--- src/rtl/mean_stream_pkg.sv ---
// Shared types and width helpers for the streaming mean block.
package mean_stream_pkg;

  typedef enum logic {
    MODE_SLIDE = 1'b0,
    MODE_BLOCK = 1'b1
  } mode_e;

  function automatic int sum_width(input int b, input int n);
    return b + $clog2(n);
  endfunction

  function automatic int ptr_width(input int n);
    return (n < 2) ? 1 : $clog2(n);
  endfunction

endpackage

--- src/rtl/mean_stream_chan.sv ---
// One channel: circular history, running sum and constant divider.
// Rounding is selected by MEAN_STREAM_ROUND_EN (round half up); truncates otherwise.
module mean_stream_chan
  import mean_stream_pkg::*;
#(
  parameter int N = 5,
  parameter int B = 10
) (
  input  logic                    clk,
  input  logic                    rst_n,
  input  logic                    i_clr,
  input  logic                    i_acc,
  input  logic                    i_sub_en,
  input  logic                    i_sum_clr,
  input  logic                    i_load,
  input  logic [ptr_width(N)-1:0] i_wr_ptr,
  input  logic [B-1:0]            i_data,
  output logic [B-1:0]            o_mean
);

  localparam int B_SUM = sum_width(B, N);

  logic [B-1:0]     r_hist [N];
  logic [B_SUM-1:0] r_sum;
  logic [B_SUM-1:0] w_old;
  logic [B_SUM-1:0] w_sum_next;
  logic [B-1:0]     w_mean;

  // Oldest sample only leaves the sum once the window is full.
  assign w_old      = i_sub_en ? B_SUM'(r_hist[i_wr_ptr]) : '0;
  assign w_sum_next = r_sum - w_old + B_SUM'(i_data);

`ifdef MEAN_STREAM_ROUND_EN
  logic [B_SUM:0] w_sum_rnd;
  assign w_sum_rnd = {1'b0, w_sum_next} + (B_SUM+1)'(N / 2);
  assign w_mean    = B'(w_sum_rnd / (B_SUM+1)'(N));
`else
  assign w_mean    = B'(w_sum_next / B_SUM'(N));
`endif

  always_ff @(posedge clk or negedge rst_n) begin
    if (!rst_n) begin
      for (int i = 0; i < N; i++) r_hist[i] <= '0;
      r_sum  <= '0;
      o_mean <= '0;
    end else if (i_clr) begin
      r_sum  <= '0;
      o_mean <= '0;
    end else begin
      if (i_acc) begin
        r_hist[i_wr_ptr] <= i_data;
        r_sum            <= i_sum_clr ? '0 : w_sum_next;
      end
      if (i_load) o_mean <= w_mean;
    end
  end

endmodule

--- src/rtl/mean_stream.sv ---
// Streaming per-channel mean over a sliding (MODE=0) or block (MODE=1) window of N beats.
// Optional MEAN_STREAM_ROUND_EN selects round-half-up division in each channel.
module mean_stream
  import mean_stream_pkg::*;
#(
  parameter int N    = 5,
  parameter int B    = 10,
  parameter int C    = 2,
  parameter int MODE = 0
) (
  input  logic         clk,
  input  logic         rst_n,
  input  logic         i_clr,
  input  logic         i_dval,
  output logic         i_ready,
  input  logic [B-1:0] i_data [C],
  output logic         o_dval,
  input  logic         o_ready,
  output logic [B-1:0] o_data [C],
  output logic         o_full
);

  localparam int PW = ptr_width(N);
  localparam int FW = $clog2(N + 1);
  localparam logic [FW-1:0] FILL_MAX = FW'(N);
  localparam logic [PW-1:0] PTR_LAST = PW'(N - 1);
  localparam bit IS_BLOCK = (MODE == int'(MODE_BLOCK));

  logic          r_o_dval;
  logic [PW-1:0] r_wr_ptr;
  logic [FW-1:0] r_fill;
  logic          w_acc;
  logic          w_full;
  logic [FW-1:0] w_fill_inc;
  logic          w_load;
  logic          w_blk_last;

  assign i_ready    = !r_o_dval || o_ready;
  assign w_acc      = i_dval && i_ready;
  assign w_full     = (r_fill == FILL_MAX);
  assign w_fill_inc = w_full ? r_fill : r_fill + 1'b1;
  assign w_load     = w_acc && (w_fill_inc == FILL_MAX);
  // In block mode fill doubles as the block counter and never reaches N.
  assign w_blk_last = IS_BLOCK && w_load;

  always_ff @(posedge clk or negedge rst_n) begin
    if (!rst_n) begin
      r_o_dval <= 1'b0;
      r_wr_ptr <= '0;
      r_fill   <= '0;
    end else if (i_clr) begin
      r_o_dval <= 1'b0;
      r_wr_ptr <= '0;
      r_fill   <= '0;
    end else begin
      if (w_acc) begin
        r_wr_ptr <= (r_wr_ptr == PTR_LAST) ? '0 : r_wr_ptr + 1'b1;
        r_fill   <= w_blk_last ? '0 : w_fill_inc;
      end
      if (w_load)       r_o_dval <= 1'b1;
      else if (o_ready) r_o_dval <= 1'b0;
    end
  end

  assign o_dval = r_o_dval;
  assign o_full = w_full;

  for (genvar g = 0; g < C; g++) begin : g_chan
    mean_stream_chan #(
      .N(N),
      .B(B)
    ) u_chan (
      .clk      (clk),
      .rst_n    (rst_n),
      .i_clr    (i_clr),
      .i_acc    (w_acc),
      .i_sub_en (w_full),
      .i_sum_clr(w_blk_last),
      .i_load   (w_load),
      .i_wr_ptr (r_wr_ptr),
      .i_data   (i_data[g]),
      .o_mean   (o_data[g])
    );
  end

endmodule

--- config.mk ---
export PLATFORM = sky130hd
export DESIGN_NAME = mean_stream
export DESIGN_NICKNAME = d
export VERILOG_FILES = /design/src/rtl/mean_stream_pkg.sv /design/src/rtl/mean_stream_chan.sv /design/src/rtl/mean_stream.sv
export SDC_FILE = /design/constraint.sdc
export NUM_CORES = 1
export LEC_CHECK = 0
export CAP_MARGIN = 20
export CORE_MARGIN = 1.5
export CORE_UTILIZATION = 60
export DETAILED_ROUTE_END_ITERATION = 10
export PLACE_DENSITY_LB_ADDON = 0.25
export REMOVE_ABC_BUFFERS = 1
export SYNTH_ARGS = -nofsm -noshare
export SYNTH_HDL_FRONTEND = slang
export SYNTH_SLANG_ARGS = --single-unit
export TNS_END_PERCENT = 1
--- constraint.sdc ---
create_clock -name clk -period 13.3 [get_ports clk]
set_clock_uncertainty 0.1 [all_clocks]
set_input_delay 1.995 -clock clk [delete_from_list [all_inputs] [get_ports clk]]
set_output_delay 1.995 -clock clk [all_outputs]
set_load 0.02 [all_outputs]
# == Word-level counts from Yosys, hierarchy flattened ==
# Cells that the tools add are included.
# word_totals
word_cells,70
output_inout_bits,23
regBits,153
inputBits,25
# op_classes
add_sub_neg,6
n_lt_le_gt_ge,2
eq_ne,3
n_mux,29
reduce_logical,9
bitwise,2
div_mod_pow,2
# op_table
operator,n
10-bit 2-to-1 mux,11
50-bit bitwise mux,2
10-bit binary-select mux with 3-bit select,2
13-bit 2-to-1 mux,4
10-bit demux with 3-bit select,1
13-bit by 10-bit adder with 13-bit output,2
"13-bit by 3-bit divider with 13-bit output, second input constant",2
13-bit subtractor,2
3-bit 2-to-1 mux,6
"3-bit equality test, second input constant",3
"3-bit by 1-bit adder with 3-bit output, second input constant",2
"4-bit greater-or-equal comparator, second input constant",1
"4-bit by 1-bit less-than comparator with 1-bit output, second input constant",1
3-bit inverter with 4-bit output,1
2-bit nonzero test,2
1-bit logical AND,3
1-bit 2-to-1 mux,3
3-bit nonzero test,1
2-bit AND reduction,1
1-bit logical NOT,1
1-bit logical OR,1
1-bit inverter,1

# == Logic depth before layout (Yosys ltp) ==
# Gate-level depths: netlist of run 1.
# depth
word_depth,10
depth_mapped,32
ltp_nobuf,26

# == Cells and area by module ==
# A second synthesis of run 1 with hierarchy kept.
# unflattened
hier_cells,1364
hier_area_um2,12009.0
# by_module_without_submodules
mod,cells_per_inst,seq_area_each_um2,area_per_inst_um2,n_inst
mean_stream_chan,657,1826.8,5781.8,2
mean_stream,50,175.2,445.4,1

# == Worst setup path after synthesis of run 1 ==
# No wires, ideal clock.
# synth_path
kind,input port to flip-flop
startpoint,input port i_data[11] (netlist bit)
endpoint,register g_chan[0].u_chan.o_mean[0]
setup_time_ns,0.125
n_path_buf,2
path_slack_ns,6.085
arrival_ns,6.990
t_required_ns,13.075
path_stages,23
path_cell_list,inv_1 fa_1 inv_1 fa_1 a21oi_1 nor2_1 or3_4 and3_1 or4_1 a211oi_2 a211oi_2 buf_4 a21oi_1 o21ai_0 a32o_1 a311oi_2 buf_4 nor4b_1 nor4_2 mux2i_2 or4_1 o2111ai_1 o31ai_1
# synth_via
elab_chain_len,4
# synth_rtl
element,line,text
start: declaration,mean_stream.sv:16,"input logic [B-1:0] i_data [C],"
13-bit by 10-bit adder with 13-bit output,mean_stream_chan.sv:31,assign w_sum_next = r_sum - w_old + B_SUM'(i_data);
13-bit by 3-bit divider with 13-bit output,mean_stream_chan.sv:38,assign w_mean = B'(w_sum_next / B_SUM'(N));
10-bit 2-to-1 mux,mean_stream_chan.sv:54,if (i_load) o_mean <= w_mean;
10-bit 2-to-1 mux,mean_stream_chan.sv:46,end else if (i_clr) begin
end signal: assignment,mean_stream_chan.sv:54,
end: declaration,mean_stream_chan.sv:18,output logic [B-1:0] o_mean
# No other way between the ends. The select of a mux whose other input is x is not followed.
# A chain may end at the register's enable or synchronous reset.

# == Final worst setup path of run 1 ==
# Ends and elaborated chain as after synthesis.

==> results of run 1 <==
==> logic make-up after synthesis <==
| logic type | Yosys count | synth area share |
|---|---|---|
| adder cells (fa/ha/maj) | 53 | 0.0696 |
| flip-flops | 153 | 0.330 |
| multiplexers | 81 | 0.0754 |
| buffers and inverters | 177 | 0.0632 |
| AND/OR/NAND/NOR | 415 | 0.168 |
| AO/OA/AOI/OAI | 437 | 0.258 |
| XOR/XNOR | 42 | 0.0346 |
==> layer usage <==
layer | part of all wire | vias up
li1 | - | 4904
met1 | 0.47 | 4920
met2 | 0.45 | 360
met3 | 0.062 | 31
met4 | 0.012 | 0
met5 | 0 | -
==> stage by stage <==
stage | hold WS (ns) | setup slack (ns) | cell area (um^2) | cells | utilization
2_1_floorplan | 0.344 | 5.50 | 11200 | 1259 | -
3_3_place_gp | 0.361 | 4.51 | 12100 | 1588 | 0.643
3_5_place_dp | 0.370 | 4.37 | 12100 | 1588 | 0.643
4_1_cts | 0.384 | 4.77 | 12700 | 1620 | 0.673
5_1_grt | 0.404 | 4.14 | 12700 | 1621 | 0.675
6_report | 0.382 | 4.66 | 12700 | 1621 | 0.675
==> worst min-delay path: cells and delay by family (launching register included) <==
family           cells  cell delay [ns]
AO/OA/AOI/OAI        1             0.06
flip-flops           1             0.34
AND/OR/NAND/NOR      1             0.05
==> area by class of cell <==
class                      count  area (um^2)
inverter                      78          293
clock buffer                  22          454
fill                        1541         6130
multi-input combinational   1028         7040
clock inverter                10          109
tap                          260          325
sequential                   153         3830
timing repair buffer          70          659
==> state kept, by name, indices dropped and copies added (netlist names) <==
name and count:
g_chan.u_chan.r_hist 100, g_chan.u_chan.r_sum 26, g_chan.u_chan.o_mean 20, r_fill 3, r_wr_ptr 3, o_dval 1
==> cells in the mapped netlist (all sizes together) (26+ instances only) <==
cell type  count  share of area
o21ai        113          0.049
buf           30          0.016
dfrtp        153           0.33
nor3          28          0.013
nand2        158          0.051
mux2          48          0.047
inv           78          0.025
a21oi        108          0.047
nor2         115          0.038
a22oi         26          0.017
ha            30          0.032
nand3         33          0.015
mux2i         33          0.029
clkbuf        69          0.022
==> worst max path at each step <==
stage / endpoint / cells after the start / slack [ns] / from
2_1_floorplan: g_chan[0].u_chan.o_mean[0] / 26 / 5.50 / r_wr_ptr[1]
3_3_place_gp: g_chan[0].u_chan.o_mean[0] / 22 / 4.51 / i_data[11]
3_5_place_dp: g_chan[0].u_chan.o_mean[0] / 22 / 4.37 / i_data[11]
4_1_cts: g_chan[0].u_chan.o_mean[0] / 22 / 4.77 / i_data[11]
5_1_grt: g_chan[0].u_chan.o_mean[0] / 22 / 4.14 / i_data[11]
6_report: g_chan[0].u_chan.o_mean[0] / 22 / 4.66 / i_data[11]
==> results.py, run 1 <==
metrics = {
    "outcome": {
        "status": "complete, no violations",
    },
    "worst_setup_path": {
        "crit_chain": "clkdlybuf4s50_1 > inv_1 > fa_1 > inv_1 > fa_1 > a21oi_1 > nor2_1 > or3_4 > a21oi_1 > o21ai_1 > a311o_1 > o21a_2 > nor2_1 > nor2_1 > a32o_1 > a311oi_2 > o21ai_1 > a31oi_1 > a32oi_2 > or4_1 > o2111ai_1 > o31ai_1",
        "crit_family": "compound AO/OA/AOI/OAI gates",
        "crit_type": "in -> reg",
        "cp_max_fo": 13,
        "worst-endpoint-arrival_ns": 8.85,
        "r2r_start": "r_wr_ptr[2]",
        "critPathBufInv": 3,
        "r2r_end": "g_chan[0].u_chan.o_mean[0]",
        "rrSetupSlack_ns": 4.85,
        "start_kind": "primary input",
        "worst_setup_path_end_kind": "flop",
        "critPathSlowestCell": "a311oi_2",
        "cp.required_ns": 13.51,
        "worstRegToRegCells": 27,
        "timing.critical_path.mode_cell": "nor2_1",
        "worst_path_largest_cell_delay_ns": 0.67,
    },
    "hold_path": {
        "hold_depth": 2,
        "hold_path.startpoint": "g_chan[1].u_chan.r_hist[36]",
        "hold_end": "g_chan[1].u_chan.r_hist[36]",
        "hold_class": "reg -> reg",
    },
    "sta": {
        "finalSetupViolCount": 0,
        "worst_pin_slew_ns": 1.03,
        "rsz0062_at_grt": "no",
        "slew-limit-headroom": 0.314,
        "report.final.slew_viol_count": 0,
        "hold_violations": 0,
        "final.setup.tns_ns": 0,
        "period_needed_ns": 8.64,
        "max_freq_ghz": 0.116,
        "fin_crit_sh": 0.650,
    },
    "floorplan": {
        "dieArea_mm2": 0.0202,
        "floorplan.initialDensity": 0.616,
        "design.portCount": 48,
        "core_mm2": 0.0188,
        "die_h_um": 142,
        "rows": 50,
        "die_w_um": 142,
    },
    "drt": {
        "wire_per_inst_um": 18.2,
        "first_pass_iters": 6,
        "drt_iter0_drc": 968,
        "vias_per_cell": 6.30,
        "drc_errors": 0,
        "wl_mm": 29.4,
        "num_vias": 10200,
        "detail-route-antenna-nets": 0,
    },
    "cts": {
        "clk_latency_ns": 0.44,
        "hold_buffers": 0,
        "cts_buffers": 17,
        "cts_num_sinks": 153,
        "clock_path_buffers": 2,
        "cts_tree": "done",
        "cts_resized": 0,
        "htree_levels": 4,
        "cts_root_buf": "clkbuf_16",
        "clk_pin_slew_ns": 0.06,
        "postCtsSetupBuffers": 0,
    },
    "yosys": {
        "seq_area_frac_synth": 0.330,
        "ys_warn_count": 0,
        "synth_edf_count": 0,
        "syn-instance-count": 1358,
        "synth.distinct_cells": 101,
        "syn_area_mm2": 0.0116,
        "ys_async_sr_fraction": 1.00,
        "syn-mean-instance-area_um2": 8.54,
        "ys.flop_type": "dfrtp_1",
        "synth_seq_cells": 153,
    },
    "placement": {
        "port_buffers": 47,
        "gp_congestion": 0.933,
        "post-dp-hpwl_mm": 19.7,
    },
    "job": {
        "cap_violations": 0,
    },
    "global_routing": {
        "top_usage_layer": "met2",
        "grt_pass1_vias": 9544,
        "grt_util_met2": 0.466,
        "grt.met1_usage": 0.443,
        "antenna_found_initial": 0,
        "grt_pass1_wl_mm": 48.9,
        "grt_remaining_overflow": 0,
        "met3_usage": 0.0538,
        "grt_max_degree": 90,
        "groute.usage.overall": 0.302,
    },
    "cells_and_area": {
        "final_cell_mix": "158 x nand2_1, 153 x dfrtp_1, 111 x nor2_1",
        "drive_gt1_frac": 0.108,
        "nets": 1423,
        "syn_to_final_growth_pct": 9.58,
        "n_antenna_cell": 0,
        "final_common_cell": "nand2_1",
    },
}
Power of run 1 is left out: the tool's default activity adds up to more than one toggle a clock period on the data nets, which glitch-free logic cannot reach.
==> inputs of run 2 (changes only) <==
CORE_UTILIZATION = 56   (was 60)
clock period = 7.2 ns   (was 13.3 ns; I/O delays follow)
==> run 2 against run 1 <==
  * Via count grew 2.7%
  * Die area grew 7.0%
  * Critical path depth grew 3
  * Wire length grew 4.4%
  * Critical path type is now reg -> reg
==> results.py, run 2 (synthesis gave the netlist of run 1 again) <==
metrics = {
    "global_routing": {
        "grt_pass1_vias": 10100,
        "grt_max_degree": 83,
        "groute.usage.overall": 0.293,
        "grt_remaining_overflow": 0,
        "grt_pass1_wl_mm": 51.1,
        "antenna_found_initial": 0,
    },
    "sta": {
        "period_needed_ns": 6.83,
        "finalSetupViolCount": 0,
        "fin_crit_sh": 0.949,
        "slew-limit-headroom": 0.286,
        "max_freq_ghz": 0.146,
        "report.final.slew_viol_count": 0,
        "hold_violations": 0,
        "worst_pin_slew_ns": 1.06,
        "timing.hold.ws_ns": 0.379,
    },
    "cells_and_area": {
        "syn_to_final_growth_pct": 15.4,
        "final_common_cell": "nand2_1",
        "n_antenna_cell": 0,
        "drive_gt1_frac": 0.166,
        "final_cell_mix": "157 x nand2_1, 153 x dfrtp_1, 110 x nor2_1",
        "largest_register_ffs": 100,
        "top_register": "g_chan.u_chan.r_hist",
        "nets": 1505,
        "final_core_util": 0.659,
        "largest_registers": "g_chan.u_chan.r_hist x100, g_chan.u_chan.r_sum x26, g_chan.u_chan.o_mean x20",
        "fillers": 1712,
    },
    "drt": {
        "drc_errors": 0,
        "first_pass_iters": 5,
        "detail-route-antenna-nets": 0,
        "wl_mm": 30.8,
        "drt_iter0_drc": 716,
        "wire_per_inst_um": 18.0,
        "num_vias": 10500,
        "vias_per_cell": 6.13,
    },
    "worst_setup_path": {
        "critPathSlowestCell": "fa_1",
        "cp.required_ns": 7.42,
        "r2r_start": "r_fill[0]",
        "worst-endpoint-arrival_ns": 7.05,
        "start_kind": "flop",
        "worst_setup_path_end_kind": "flop",
        "worst_path_largest_cell_delay_ns": 0.50,
        "rrSetupSlack_ns": 0.37,
        "timing.critical_path.mode_cell": "o21ai_1",
        "crit_family": "compound AO/OA/AOI/OAI gates",
        "crit_start": "r_fill[0]",
        "r2r_end": "g_chan[1].u_chan.o_mean[1]",
        "worstRegToRegCells": 25,
        "critPathBufInv": 3,
        "crit_end": "g_chan[1].u_chan.o_mean[1]",
        "crit_type": "reg -> reg",
        "cp_max_fo": 12,
        "cp_num_cells": 25,
    },
    "floorplan": {
        "rows": 52,
        "die_h_um": 147,
        "die_w_um": 147,
        "floorplan.initialDensity": 0.571,
        "dieArea_mm2": 0.0216,
        "core_mm2": 0.0203,
        "design.portCount": 48,
    },
    "placement": {
        "gp_congestion": 0.909,
        "post-dp-hpwl_mm": 21.6,
        "port_buffers": 47,
    },
    "cts": {
        "clk_pin_slew_ns": 0.06,
        "cts_root_buf": "clkbuf_16",
        "cts_buffers": 17,
        "clock_path_buffers": 2,
        "htree_levels": 4,
        "cts_num_sinks": 153,
        "clk_latency_ns": 0.43,
        "cts_tree": "done",
    },
    "hold_path": {
        "hold_class": "reg -> reg",
    },
    "job": {
        "cap_violations": 0,
    },
    "outcome": {
        "status": "complete, no violations",
    },
}
-- run 2: metrics by stage --
stage / std cells / setup TNS (ns) / setup WS (ns) / instance area (um^2)
2_1_floorplan: 1259 / -1.86 / -0.600 / 11200
3_3_place_gp: 1679 / 0 / 0.0496 / 12700
3_5_place_dp: 1679 / 0 / 0.0117 / 12700
4_1_cts: 1710 / 0 / 0.368 / 13300
5_1_grt: 1712 / -0.00129 / -0.00129 / 13400
6_report: 1712 / 0 / 0.370 / 13400
-- run 2: metal layers --
metal / vias up / routed length [um] / track usage
met3: 54 / 1630 / 0.0370
met4: 0 / 617 / 0.0909
met5: - / 0 / 0
met2: 365 / 13900 / 0.455
met1: 5002 / 14600 / 0.426
li1: 5072 / - / -
-- run 2: final cells by class --
| class | count | area (um^2) | area share |
|---|---|---|---|
| multi-input combinational | 1028 | 7060 | 0.528 |
| clock buffer | 17 | 425 | 0.0318 |
| tap | 270 | 338 | 0.0253 |
| sequential | 153 | 3830 | 0.286 |
| inverter | 78 | 293 | 0.0219 |
| timing repair buffer | 152 | 1320 | 0.0983 |
| clock inverter | 14 | 113 | 0.00842 |
-- run 2: repair_timing --
| item | in CTS | in global routing |
|---|---|---|
| setup endpoints to repair | 0 | 4 |
| buffers inserted | 0 | 0 |
| resized for setup | 0 | 14 |
| hold buffers | 0 | 0 |
-- run 2: how the worst min path moves through the flow --
stage	cells after the start	slack [ns]	end	from
4_1_cts	2	0.38	g_chan[1].u_chan.r_hist[32]	g_chan[1].u_chan.r_hist[32]
3_3_place_gp	2	0.36	g_chan[1].u_chan.r_hist[13]	g_chan[1].u_chan.r_hist[13]
2_1_floorplan	2	0.34	g_chan[1].u_chan.r_hist[13]	g_chan[1].u_chan.r_hist[13]
3_5_place_dp	2	0.37	g_chan[1].u_chan.r_hist[33]	g_chan[1].u_chan.r_hist[33]
6_report	2	0.38	g_chan[0].u_chan.r_hist[19]	g_chan[0].u_chan.r_hist[19]
5_1_grt	2	0.40	g_chan[1].u_chan.r_hist[19]	g_chan[1].u_chan.r_hist[19]
-- run 2: worst min-delay path: stages, from the launching register on --
cell and delay [ns]:
dfrtp_1 0.34, nand2_1 0.04, o21ai_0 0.06
Power of run 2 is left out for the same reason.
